$ cat src/rtl/otter_cu_fsm_if.sv
// Control-unit <-> datapath signal bundle for the OTTER multicycle sequencer.
// The master side is the sequencer; the slave side is the datapath and memories.
interface otter_cu_fsm_if #(
    parameter int RETIRE_W = 32
);
    logic                CU_INTR;
    logic                CU_MIE;
    logic [6:0]          CU_OPCODE;
    logic [2:0]          CU_FUNC3;
    logic                CU_IMEM_RDY;
    logic                CU_DMEM_RDY;
    logic                CU_RST;
    logic                CU_MEMRDEN1;
    logic                CU_IR_LD;
    logic                CU_MEMRDEN2;
    logic                CU_MEMWE2;
    logic                CU_REGWRITE;
    logic                CU_PCWRITE;
    logic                CU_CSR_WE;
    logic                CU_MRET;
    logic                CU_INT_TAKEN;
    logic                CU_ILLEGAL;
    logic [RETIRE_W-1:0] CU_RETIRED;

    modport master (
        input  CU_INTR, CU_MIE, CU_OPCODE, CU_FUNC3, CU_IMEM_RDY, CU_DMEM_RDY,
        output CU_RST, CU_MEMRDEN1, CU_IR_LD, CU_MEMRDEN2, CU_MEMWE2, CU_REGWRITE,
               CU_PCWRITE, CU_CSR_WE, CU_MRET, CU_INT_TAKEN, CU_ILLEGAL, CU_RETIRED
    );

    modport slave (
        output CU_INTR, CU_MIE, CU_OPCODE, CU_FUNC3, CU_IMEM_RDY, CU_DMEM_RDY,
        input  CU_RST, CU_MEMRDEN1, CU_IR_LD, CU_MEMRDEN2, CU_MEMWE2, CU_REGWRITE,
               CU_PCWRITE, CU_CSR_WE, CU_MRET, CU_INT_TAKEN, CU_ILLEGAL, CU_RETIRED
    );
endinterface

$ cat src/rtl/otter_cu_fsm.sv
// Multicycle control sequencer for the OTTER RV32I core: FETCH -> EXEC [-> MEM [-> WB]],
// with traps and interrupts taken only at instruction boundaries.
module otter_cu_fsm #(
    parameter int RETIRE_W = 32,
    parameter int INT_SYNC = 1
) (
    input logic             CLK,
    input logic             RST,
    otter_cu_fsm_if.master  bus
);
    localparam logic [6:0] OPC_LOAD   = 7'b0000011;
    localparam logic [6:0] OPC_STORE  = 7'b0100011;
    localparam logic [6:0] OPC_OP     = 7'b0110011;
    localparam logic [6:0] OPC_OP_IMM = 7'b0010011;
    localparam logic [6:0] OPC_LUI    = 7'b0110111;
    localparam logic [6:0] OPC_AUIPC  = 7'b0010111;
    localparam logic [6:0] OPC_JAL    = 7'b1101111;
    localparam logic [6:0] OPC_JALR   = 7'b1100111;
    localparam logic [6:0] OPC_BRANCH = 7'b1100011;
    localparam logic [6:0] OPC_SYSTEM = 7'b1110011;

    typedef enum logic [2:0] {
        ST_INIT, ST_FETCH, ST_EXEC, ST_MEM, ST_WB, ST_INTR
    } state_e;

    state_e              state_q, state_d;
    logic                is_store_q, is_store_d;
    logic [RETIRE_W-1:0] retired_q, retired_d;
    logic                intr_s;
    logic                retire;

    logic cu_rst, memrden1, ir_ld, memrden2, memwe2, regwrite;
    logic pcwrite, csr_we, mret, int_taken, illegal;

    generate
        if (INT_SYNC != 0) begin : g_sync
            logic [1:0] sync_q;
            always_ff @(posedge CLK) begin
                if (RST) sync_q <= '0;
                else     sync_q <= {sync_q[0], bus.CU_INTR};
            end
            assign intr_s = sync_q[1];
        end else begin : g_nosync
            assign intr_s = bus.CU_INTR;
        end
    endgenerate

    always_comb begin
        state_d    = state_q;
        is_store_d = is_store_q;
        retire     = 1'b0;
        cu_rst     = 1'b0;
        memrden1   = 1'b0;
        ir_ld      = 1'b0;
        memrden2   = 1'b0;
        memwe2     = 1'b0;
        regwrite   = 1'b0;
        pcwrite    = 1'b0;
        csr_we     = 1'b0;
        mret       = 1'b0;
        int_taken  = 1'b0;
        illegal    = 1'b0;

        unique case (state_q)
            ST_INIT: begin
                cu_rst  = 1'b1;
                state_d = ST_FETCH;
            end
            ST_FETCH: begin
                memrden1 = 1'b1;
                if (bus.CU_IMEM_RDY) begin
                    ir_ld   = 1'b1;
                    state_d = ST_EXEC;
                end
            end
            ST_EXEC: begin
                case (bus.CU_OPCODE)
                    OPC_LOAD: begin
                        memrden2   = 1'b1;
                        is_store_d = 1'b0;
                        state_d    = ST_MEM;
                    end
                    OPC_STORE: begin
                        memwe2     = 1'b1;
                        is_store_d = 1'b1;
                        state_d    = ST_MEM;
                    end
                    OPC_OP, OPC_OP_IMM, OPC_LUI, OPC_AUIPC, OPC_JAL, OPC_JALR: begin
                        regwrite = 1'b1;
                        pcwrite  = 1'b1;
                        retire   = 1'b1;
                    end
                    OPC_BRANCH: begin
                        pcwrite = 1'b1;
                        retire  = 1'b1;
                    end
                    OPC_SYSTEM: begin
                        pcwrite = 1'b1;
                        retire  = 1'b1;
                        if (bus.CU_FUNC3 != 3'b000) begin
                            csr_we   = 1'b1;
                            regwrite = 1'b1;
                        end else begin
                            mret = 1'b1;
                        end
                    end
                    default: begin
                        // Unknown opcode traps unconditionally; MIE does not gate it.
                        illegal = 1'b1;
                        state_d = ST_INTR;
                    end
                endcase
            end
            ST_MEM: begin
                memwe2   = is_store_q;
                memrden2 = ~is_store_q;
                if (bus.CU_DMEM_RDY) begin
                    if (is_store_q) begin
                        pcwrite = 1'b1;
                        retire  = 1'b1;
                    end else begin
                        state_d = ST_WB;
                    end
                end
            end
            ST_WB: begin
                regwrite = 1'b1;
                pcwrite  = 1'b1;
                retire   = 1'b1;
            end
            ST_INTR: begin
                int_taken = 1'b1;
                pcwrite   = 1'b1;
                state_d   = ST_FETCH;
            end
            default: state_d = ST_INIT;
        endcase

        // Interrupts are sampled only at a retire boundary, using the pre-MRET MIE.
        if (retire) state_d = (intr_s & bus.CU_MIE) ? ST_INTR : ST_FETCH;

        if (RST) begin
            state_d   = ST_INIT;
            retire    = 1'b0;
            cu_rst    = 1'b0;
            memrden1  = 1'b0;
            ir_ld     = 1'b0;
            memrden2  = 1'b0;
            memwe2    = 1'b0;
            regwrite  = 1'b0;
            pcwrite   = 1'b0;
            csr_we    = 1'b0;
            mret      = 1'b0;
            int_taken = 1'b0;
            illegal   = 1'b0;
        end

        retired_d = retire ? retired_q + 1'b1 : retired_q;
    end

    always_ff @(posedge CLK) begin
        if (RST) begin
            state_q    <= ST_INIT;
            is_store_q <= 1'b0;
            retired_q  <= '0;
        end else begin
            state_q    <= state_d;
            is_store_q <= is_store_d;
            retired_q  <= retired_d;
        end
    end

    assign bus.CU_RST       = cu_rst;
    assign bus.CU_MEMRDEN1  = memrden1;
    assign bus.CU_IR_LD     = ir_ld;
    assign bus.CU_MEMRDEN2  = memrden2;
    assign bus.CU_MEMWE2    = memwe2;
    assign bus.CU_REGWRITE  = regwrite;
    assign bus.CU_PCWRITE   = pcwrite;
    assign bus.CU_CSR_WE    = csr_we;
    assign bus.CU_MRET      = mret;
    assign bus.CU_INT_TAKEN = int_taken;
    assign bus.CU_ILLEGAL   = illegal;
    assign bus.CU_RETIRED   = retired_q;
endmodule

$ cat src/flat_wrapper.sv
// flat-port wrapper written by rule: the top's interface ports become plain ports
module otter_cu_fsm_flat 
#(
    parameter int RETIRE_W = 32,
    parameter int INT_SYNC = 1
)
  (CLK, RST, bus_CU_INTR, bus_CU_MIE, bus_CU_OPCODE, bus_CU_FUNC3, bus_CU_IMEM_RDY, bus_CU_DMEM_RDY, bus_CU_RST, bus_CU_MEMRDEN1, bus_CU_IR_LD, bus_CU_MEMRDEN2, bus_CU_MEMWE2, bus_CU_REGWRITE, bus_CU_PCWRITE, bus_CU_CSR_WE, bus_CU_MRET, bus_CU_INT_TAKEN, bus_CU_ILLEGAL, bus_CU_RETIRED);
  otter_cu_fsm_if #(.RETIRE_W(RETIRE_W)) bus_i ();
  input logic CLK;
  input logic RST;
  input wire logic [$bits(bus_i.CU_INTR)-1:0] bus_CU_INTR;
  input wire logic [$bits(bus_i.CU_MIE)-1:0] bus_CU_MIE;
  input wire logic [$bits(bus_i.CU_OPCODE)-1:0] bus_CU_OPCODE;
  input wire logic [$bits(bus_i.CU_FUNC3)-1:0] bus_CU_FUNC3;
  input wire logic [$bits(bus_i.CU_IMEM_RDY)-1:0] bus_CU_IMEM_RDY;
  input wire logic [$bits(bus_i.CU_DMEM_RDY)-1:0] bus_CU_DMEM_RDY;
  output wire logic [$bits(bus_i.CU_RST)-1:0] bus_CU_RST;
  output wire logic [$bits(bus_i.CU_MEMRDEN1)-1:0] bus_CU_MEMRDEN1;
  output wire logic [$bits(bus_i.CU_IR_LD)-1:0] bus_CU_IR_LD;
  output wire logic [$bits(bus_i.CU_MEMRDEN2)-1:0] bus_CU_MEMRDEN2;
  output wire logic [$bits(bus_i.CU_MEMWE2)-1:0] bus_CU_MEMWE2;
  output wire logic [$bits(bus_i.CU_REGWRITE)-1:0] bus_CU_REGWRITE;
  output wire logic [$bits(bus_i.CU_PCWRITE)-1:0] bus_CU_PCWRITE;
  output wire logic [$bits(bus_i.CU_CSR_WE)-1:0] bus_CU_CSR_WE;
  output wire logic [$bits(bus_i.CU_MRET)-1:0] bus_CU_MRET;
  output wire logic [$bits(bus_i.CU_INT_TAKEN)-1:0] bus_CU_INT_TAKEN;
  output wire logic [$bits(bus_i.CU_ILLEGAL)-1:0] bus_CU_ILLEGAL;
  output wire logic [$bits(bus_i.CU_RETIRED)-1:0] bus_CU_RETIRED;
  assign bus_i.CU_INTR = bus_CU_INTR;
  assign bus_i.CU_MIE = bus_CU_MIE;
  assign bus_i.CU_OPCODE = bus_CU_OPCODE;
  assign bus_i.CU_FUNC3 = bus_CU_FUNC3;
  assign bus_i.CU_IMEM_RDY = bus_CU_IMEM_RDY;
  assign bus_i.CU_DMEM_RDY = bus_CU_DMEM_RDY;
  assign bus_CU_RST = bus_i.CU_RST;
  assign bus_CU_MEMRDEN1 = bus_i.CU_MEMRDEN1;
  assign bus_CU_IR_LD = bus_i.CU_IR_LD;
  assign bus_CU_MEMRDEN2 = bus_i.CU_MEMRDEN2;
  assign bus_CU_MEMWE2 = bus_i.CU_MEMWE2;
  assign bus_CU_REGWRITE = bus_i.CU_REGWRITE;
  assign bus_CU_PCWRITE = bus_i.CU_PCWRITE;
  assign bus_CU_CSR_WE = bus_i.CU_CSR_WE;
  assign bus_CU_MRET = bus_i.CU_MRET;
  assign bus_CU_INT_TAKEN = bus_i.CU_INT_TAKEN;
  assign bus_CU_ILLEGAL = bus_i.CU_ILLEGAL;
  assign bus_CU_RETIRED = bus_i.CU_RETIRED;
  otter_cu_fsm #(.RETIRE_W(RETIRE_W), .INT_SYNC(INT_SYNC)) u_core (.CLK(CLK), .RST(RST), .bus(bus_i));
endmodule
$ cat config.mk
export PLATFORM = sky130hd
export DESIGN_NAME = otter_cu_fsm_flat
export DESIGN_NICKNAME = d
export VERILOG_FILES = /design/src/rtl/otter_cu_fsm_if.sv /design/src/rtl/otter_cu_fsm.sv /design/src/flat_wrapper.sv
export SDC_FILE = /design/constraint.sdc
export NUM_CORES = 1
export LEC_CHECK = 0
export CAP_MARGIN = 5
export CELL_PAD_IN_SITES_DETAIL_PLACEMENT = 2
export CELL_PAD_IN_SITES_GLOBAL_PLACEMENT = 2
export CORE_MARGIN = 1
export CORE_UTILIZATION = 25
export DETAILED_ROUTE_END_ITERATION = 8
export GPL_TIMING_DRIVEN = 0
export HOLD_SLACK_MARGIN = 0.06
export PLACE_DENSITY = 0.78
export SLEW_MARGIN = 30
export SYNTH_ARGS = -nofsm -noshare
export SYNTH_HDL_FRONTEND = slang
export SYNTH_SLANG_ARGS = --single-unit
$ cat constraint.sdc
create_clock -name CLK -period 2.18 [get_ports CLK]
set_input_delay 0.436 -clock CLK [delete_from_list [all_inputs] [get_ports CLK]]
set_output_delay 0.436 -clock CLK [all_outputs]
set_load 0.02 [all_outputs]
-- Word-level counts from Yosys, hierarchy flattened
Index checks and enable logic that the tools add are counted.
- flip-flop bits (word level): 38
- input bits: 16
- logic and storage cells: 82
- $add $sub $neg: 1
- equal/unequal tests: 20
- multiplexer cells: 44
- bitwise gates (word level): 2
- reduce and logical (&&, ||, !) cells: 11
- operator list (kind ; number):
    32-bit by 1-bit adder with 32-bit output (second input constant) ; 1
    1-bit 2-to-1 mux ; 30
    7-bit equality test (second input constant) ; 4
    7-bit by 6-bit equality test with 1-bit output (second input constant) ; 3
    3-bit 2-to-1 mux ; 5
    3-bit case mux with 5 select lines ; 1
    7-bit by 5-bit equality test with 1-bit output (second input constant) ; 2
    1-bit case mux with 2 select lines ; 5
    10-bit OR reduction ; 1
    3-bit by 2-bit inequality test with 1-bit output (second input constant) ; 3
    8-bit OR reduction ; 1
    7-bit by 2-bit equality test with 1-bit output (second input constant) ; 1
    3-bit by 2-bit equality test with 1-bit output (second input constant) ; 2
    3-bit equality test (second input constant) ; 2
    1-bit case mux with 3 select lines ; 2
    3-bit case mux with 2 select lines ; 1
    2-bit OR reduction ; 3
    6-bit OR reduction ; 1
    5-bit AND reduction ; 1
    3-bit by 1-bit equality test with 1-bit output (second input constant) ; 1
    3-bit zero test ; 1
    3-bit inequality test (second input constant) ; 1
    3-bit nonzero test ; 1
    2-bit by 1-bit inequality test with 1-bit output (second input constant) ; 1
    4 further kinds ; 4

-- Logic depth before layout (Yosys ltp)
- depth in word-level cells: 6
- depth in mapped cells: 8

-- Least setup slack after synthesis
OpenSTA, ideal clock, no wires.
- path type: reg-to-output
- start: reg u_core.state_q[2]
- end: out bus_CU_MRET
- arrival: 1860 ps
- required time: 1744 ps
- setup slack: -116 ps
- cell stages (with the launch flop): 6
- path buffers: 0
- path through: dfxtp_1 nand2b_1 nor2_1 nand3b_1 or4_1 nor4_1
- word-level cells in the longest chain between the ends: 3
- RTL lines (item ; line ; RTL):
    start, declared ; otter_cu_fsm.sv:26 ; state_e state_q, state_d;
    start signal, assigned ; otter_cu_fsm.sv:167 ; state_q <= state_d;
    3-bit by 2-bit equality test with 1-bit output ; otter_cu_fsm.sv:64 ; unique case (state_q)
    1-bit 2-to-1 mux ; otter_cu_fsm.sv:64 ;
    1-bit 2-to-1 mux ; otter_cu_fsm.sv:142 ; if (RST) begin
    end, declared ; flat_wrapper.sv:25 ; output wire logic [$bits(bus_i.CU_MRET)-1:0] bus_CU_MRET;
No other way between the ends.

-- Worst setup path after layout
- start: in bus_CU_OPCODE[3]
- end: out bus_CU_MRET
- word-level cells in the longest chain between the ends: 4
- RTL lines (item ; line ; RTL):
    start, declared ; flat_wrapper.sv:13 ; input wire logic [$bits(bus_i.CU_OPCODE)-1:0] bus_CU_OPCODE;
    7-bit equality test ; otter_cu_fsm.sv:77 ; case (bus.CU_OPCODE)
    1-bit 2-to-1 mux ; otter_cu_fsm.sv:77 ;
    1-bit 2-to-1 mux ; otter_cu_fsm.sv:64 ;
    1-bit 2-to-1 mux ; otter_cu_fsm.sv:142 ;
No other way between the ends.

==> reports/metrics.yaml <==
drc: 0
post-place-cells: 446
io_pins: 59
relSlewSlack: 0.665
yosysSeqAreaShare: 0.339
ys_types: 42
layout-drive-gt1-share: 0.330
first_global_vias: 2712
final_hold_viol_count: 0
core_area_um2: 8720
fmax_ghz: 0.448
wl_per_cell_um: 18.8
cts_tree: "done"
peakVddDrop_uv: 214
power_density_nw_per_um2: 416
syn-cell-area_um2: 2240
ys.flop_type: "dfxtp_1"
dp_hpwl_um: 5810
tightestPinTransition_ns: 0.503
grt_setup_unrepaired: "true"
clock_skew_ns: 0.00458
clkTransAtPathRegs_ns: 0.08
ant_nets: 0
p_leak_uw: 0.00124
syn_nets: 299
portBuffers: 58
cp-start-kind: "primary input"
die_height_um: 96.8
end_kind: "output pin"
clk_latency_ns: 0.30
numCtsBuffers: 5
clock_sinks: 38
setup_ws_ns: -0.0509
cp.required_ns: 1.74
critPathKind: "in -> out"
drtPass1Iterations: 4
fin_util: 0.401
gp_congestion: 0.767
syn_avg_cell_area_um2: 8.02
cts_htree_levels: 2
ys_seq_elements: 38
grt_pass1_wl_um: 14200
post-route-period-util: 1.02
cts_buffer_depth: 2
instances_no_fill: 478
rows: 34
netlist_instances: 280
final_nets: 388
postCtsHoldBufs: 0
drt_wl_total_um: 9000
die_x_um: 96.8
synth-async-reset-ratio: 0
yosysWarnings: 0
synth_edf_count: 0
stdcell_area_um2: 3500
setup_viol: 11
grt_max_degree: 13
drt-initial-drc-count: 152
clockRootBuffer: "clkbuf_8"
tns_ns: -0.299
vias: 2544
gr-total-overflow: 0
start_util: 0.257
maxSlewViolCount: 0
dieArea_um2: 9360
period_needed_ns: 2.23
run_status: "finished, violations left"
antenna_found_initial: 0
antenna_cells: 0
arrival_ns: 1.79
failed_checks: "setup timing"
hold_class: "reg -> reg"
globalRouteTotalUtil: 0.189
area_growth_syn_to_layout_pct: 55.9
worstPathMaxFanout: 3
viasPerCell: 5.32
drv_cap: 0
dpl_cell_area_um2: 2980
[critical path: stages]
cell and delay [ns]:
buf_6 0.09, nand3b_1 0.23, buf_4 0.19, or4_4 0.52, nor4_2 0.13, buf_2 0.20
[kinds of logic after synthesis]
family / share of synthesized area
DFF: 0.339
muxes: 0.0992
adders and majority gates: 0.0167
and+or+nand+nor: 0.330
buffers and inverters: 0.0457
AOI/OAI and AO/OA: 0.166
xor gates and xnor gates: 0.00390
[placed cells by master, fill, tap and decap left out, types with 4 or more instances in the layout]
cell,netlist,layout
clkdlybuf4s50_1,0,35
o31ai_1,7,6
clkbuf_2,0,6
nor2b_1,20,20
nand3_1,14,13
nand4_1,8,8
a21oi_2,0,5
o21ai_0,4,4
or4_1,8,7
dfxtp_1,38,37
buf_6,0,5
buf_4,0,32
nor2_1,32,30
and3_1,4,4
a21oi_1,21,16
nand2_1,17,17
a211oi_2,0,5
inv_1,10,10
buf_2,4,8
nor3_1,10,6
mux2_2,15,16
clkbuf_8,0,8
[cell usage after synthesis (3+ instances only)]
| cell type | count | area (µm²) |
|---|---|---|
| dfxtp_1 | 38 | 761 |
| nor2_1 | 32 | 120 |
| a21oi_1 | 21 | 105 |
| nor2b_1 | 20 | 125 |
| nand2_1 | 17 | 63.8 |
| mux2_2 | 15 | 169 |
| nand3_1 | 14 | 70.1 |
| inv_1 | 10 | 37.5 |
| nor3_1 | 10 | 50.1 |
| clkbuf_1 | 9 | 33.8 |
| nand4_1 | 8 | 50.1 |
| or4_1 | 8 | 60.1 |
| a211oi_1 | 7 | 52.6 |
| o31ai_1 | 7 | 52.6 |
| nor4_1 | 6 | 37.5 |
| and3_1 | 4 | 25.0 |
| buf_2 | 4 | 20.0 |
| o21ai_0 | 4 | 20.0 |
| or3_1 | 4 | 25.0 |
| buf_1 | 3 | 11.3 |
| ha_1 | 3 | 37.5 |
| mux2_1 | 3 | 33.8 |
| nand3b_1 | 3 | 22.5 |
| o41ai_1 | 3 | 26.3 |
[routing by layer]
| metal | track usage | up-vias | wire length (µm) |
|---|---|---|---|
| met5 | 0 | - | 0 |
| met3 | 0.0325 | 8 | 229 |
| met1 | 0.231 | 1290 | 3980 |
| met2 | 0.341 | 44 | 4690 |
| li1 | - | 1202 | - |
| met4 | 0.0459 | 0 | 107 |
[path summary, 6_finish.rpt]
kind / startpoint / end / slack [ns] / depth (start not counted)
min: u_core.g_sync.sync_q[0] / u_core.g_sync.sync_q[1] / 0.46 / 1
max: bus_CU_OPCODE[3] / bus_CU_MRET / -0.05 / 6
max reg2reg: u_core.state_q[2] / u_core.bus.CU_RETIRED[7] / -0.05 / 7
min reg2reg: u_core.g_sync.sync_q[0] / u_core.g_sync.sync_q[1] / 0.46 / 1
[cell type report]
cell class | count | area [µm²]
fillers | 966 | 5220
multi-input cells | 216 | 1640
flip-flops and latches | 38 | 764
repair buffers | 84 | 719
well taps | 108 | 135
plain buffers | 14 | 106
clock buffers | 6 | 82.6
inverters | 10 | 37.5
clock inverters | 2 | 12.5
[per-stage QoR]
step	setup WS, ns	total power (µW)	hold WS [ns]
2_1_floorplan	-0.110	801	0.414
5_1_grt	-0.104	1520	0.476
6_report	-0.0509	1450	0.455
3_5_place_dp	-1.45	880	0.442
4_1_cts	-0.184	1440	0.449
3_3_place_gp	-1.37	875	0.420
[power by group]
part / switching, µW / internal, µW / leakage [µW]
registers: 4.81 / 699 / 0.000308
logic: 116 / 82.6 / 0.000882
clock network: 296 / 255 / 0.0000472
total: 417 / 1040 / 0.00124
[sequential cells by signal, summed over array words and instances, names as in the netlist]
register and count:
u_core.g_sync.sync_q 2, u_core.state_q 3, u_core.is_store_q 1, u_core.bus.CU_RETIRED 32
[timing repair]
| action | in CTS | in global routing |
|---|---|---|
| setup buffers | 15 | 12 |
| pin swaps | 15 | 21 |
| endpoints found under the setup margin | 46 | 41 |
| resized for setup | 113 | 51 |
No activity file was read; power rests on OpenSTA's default activity.
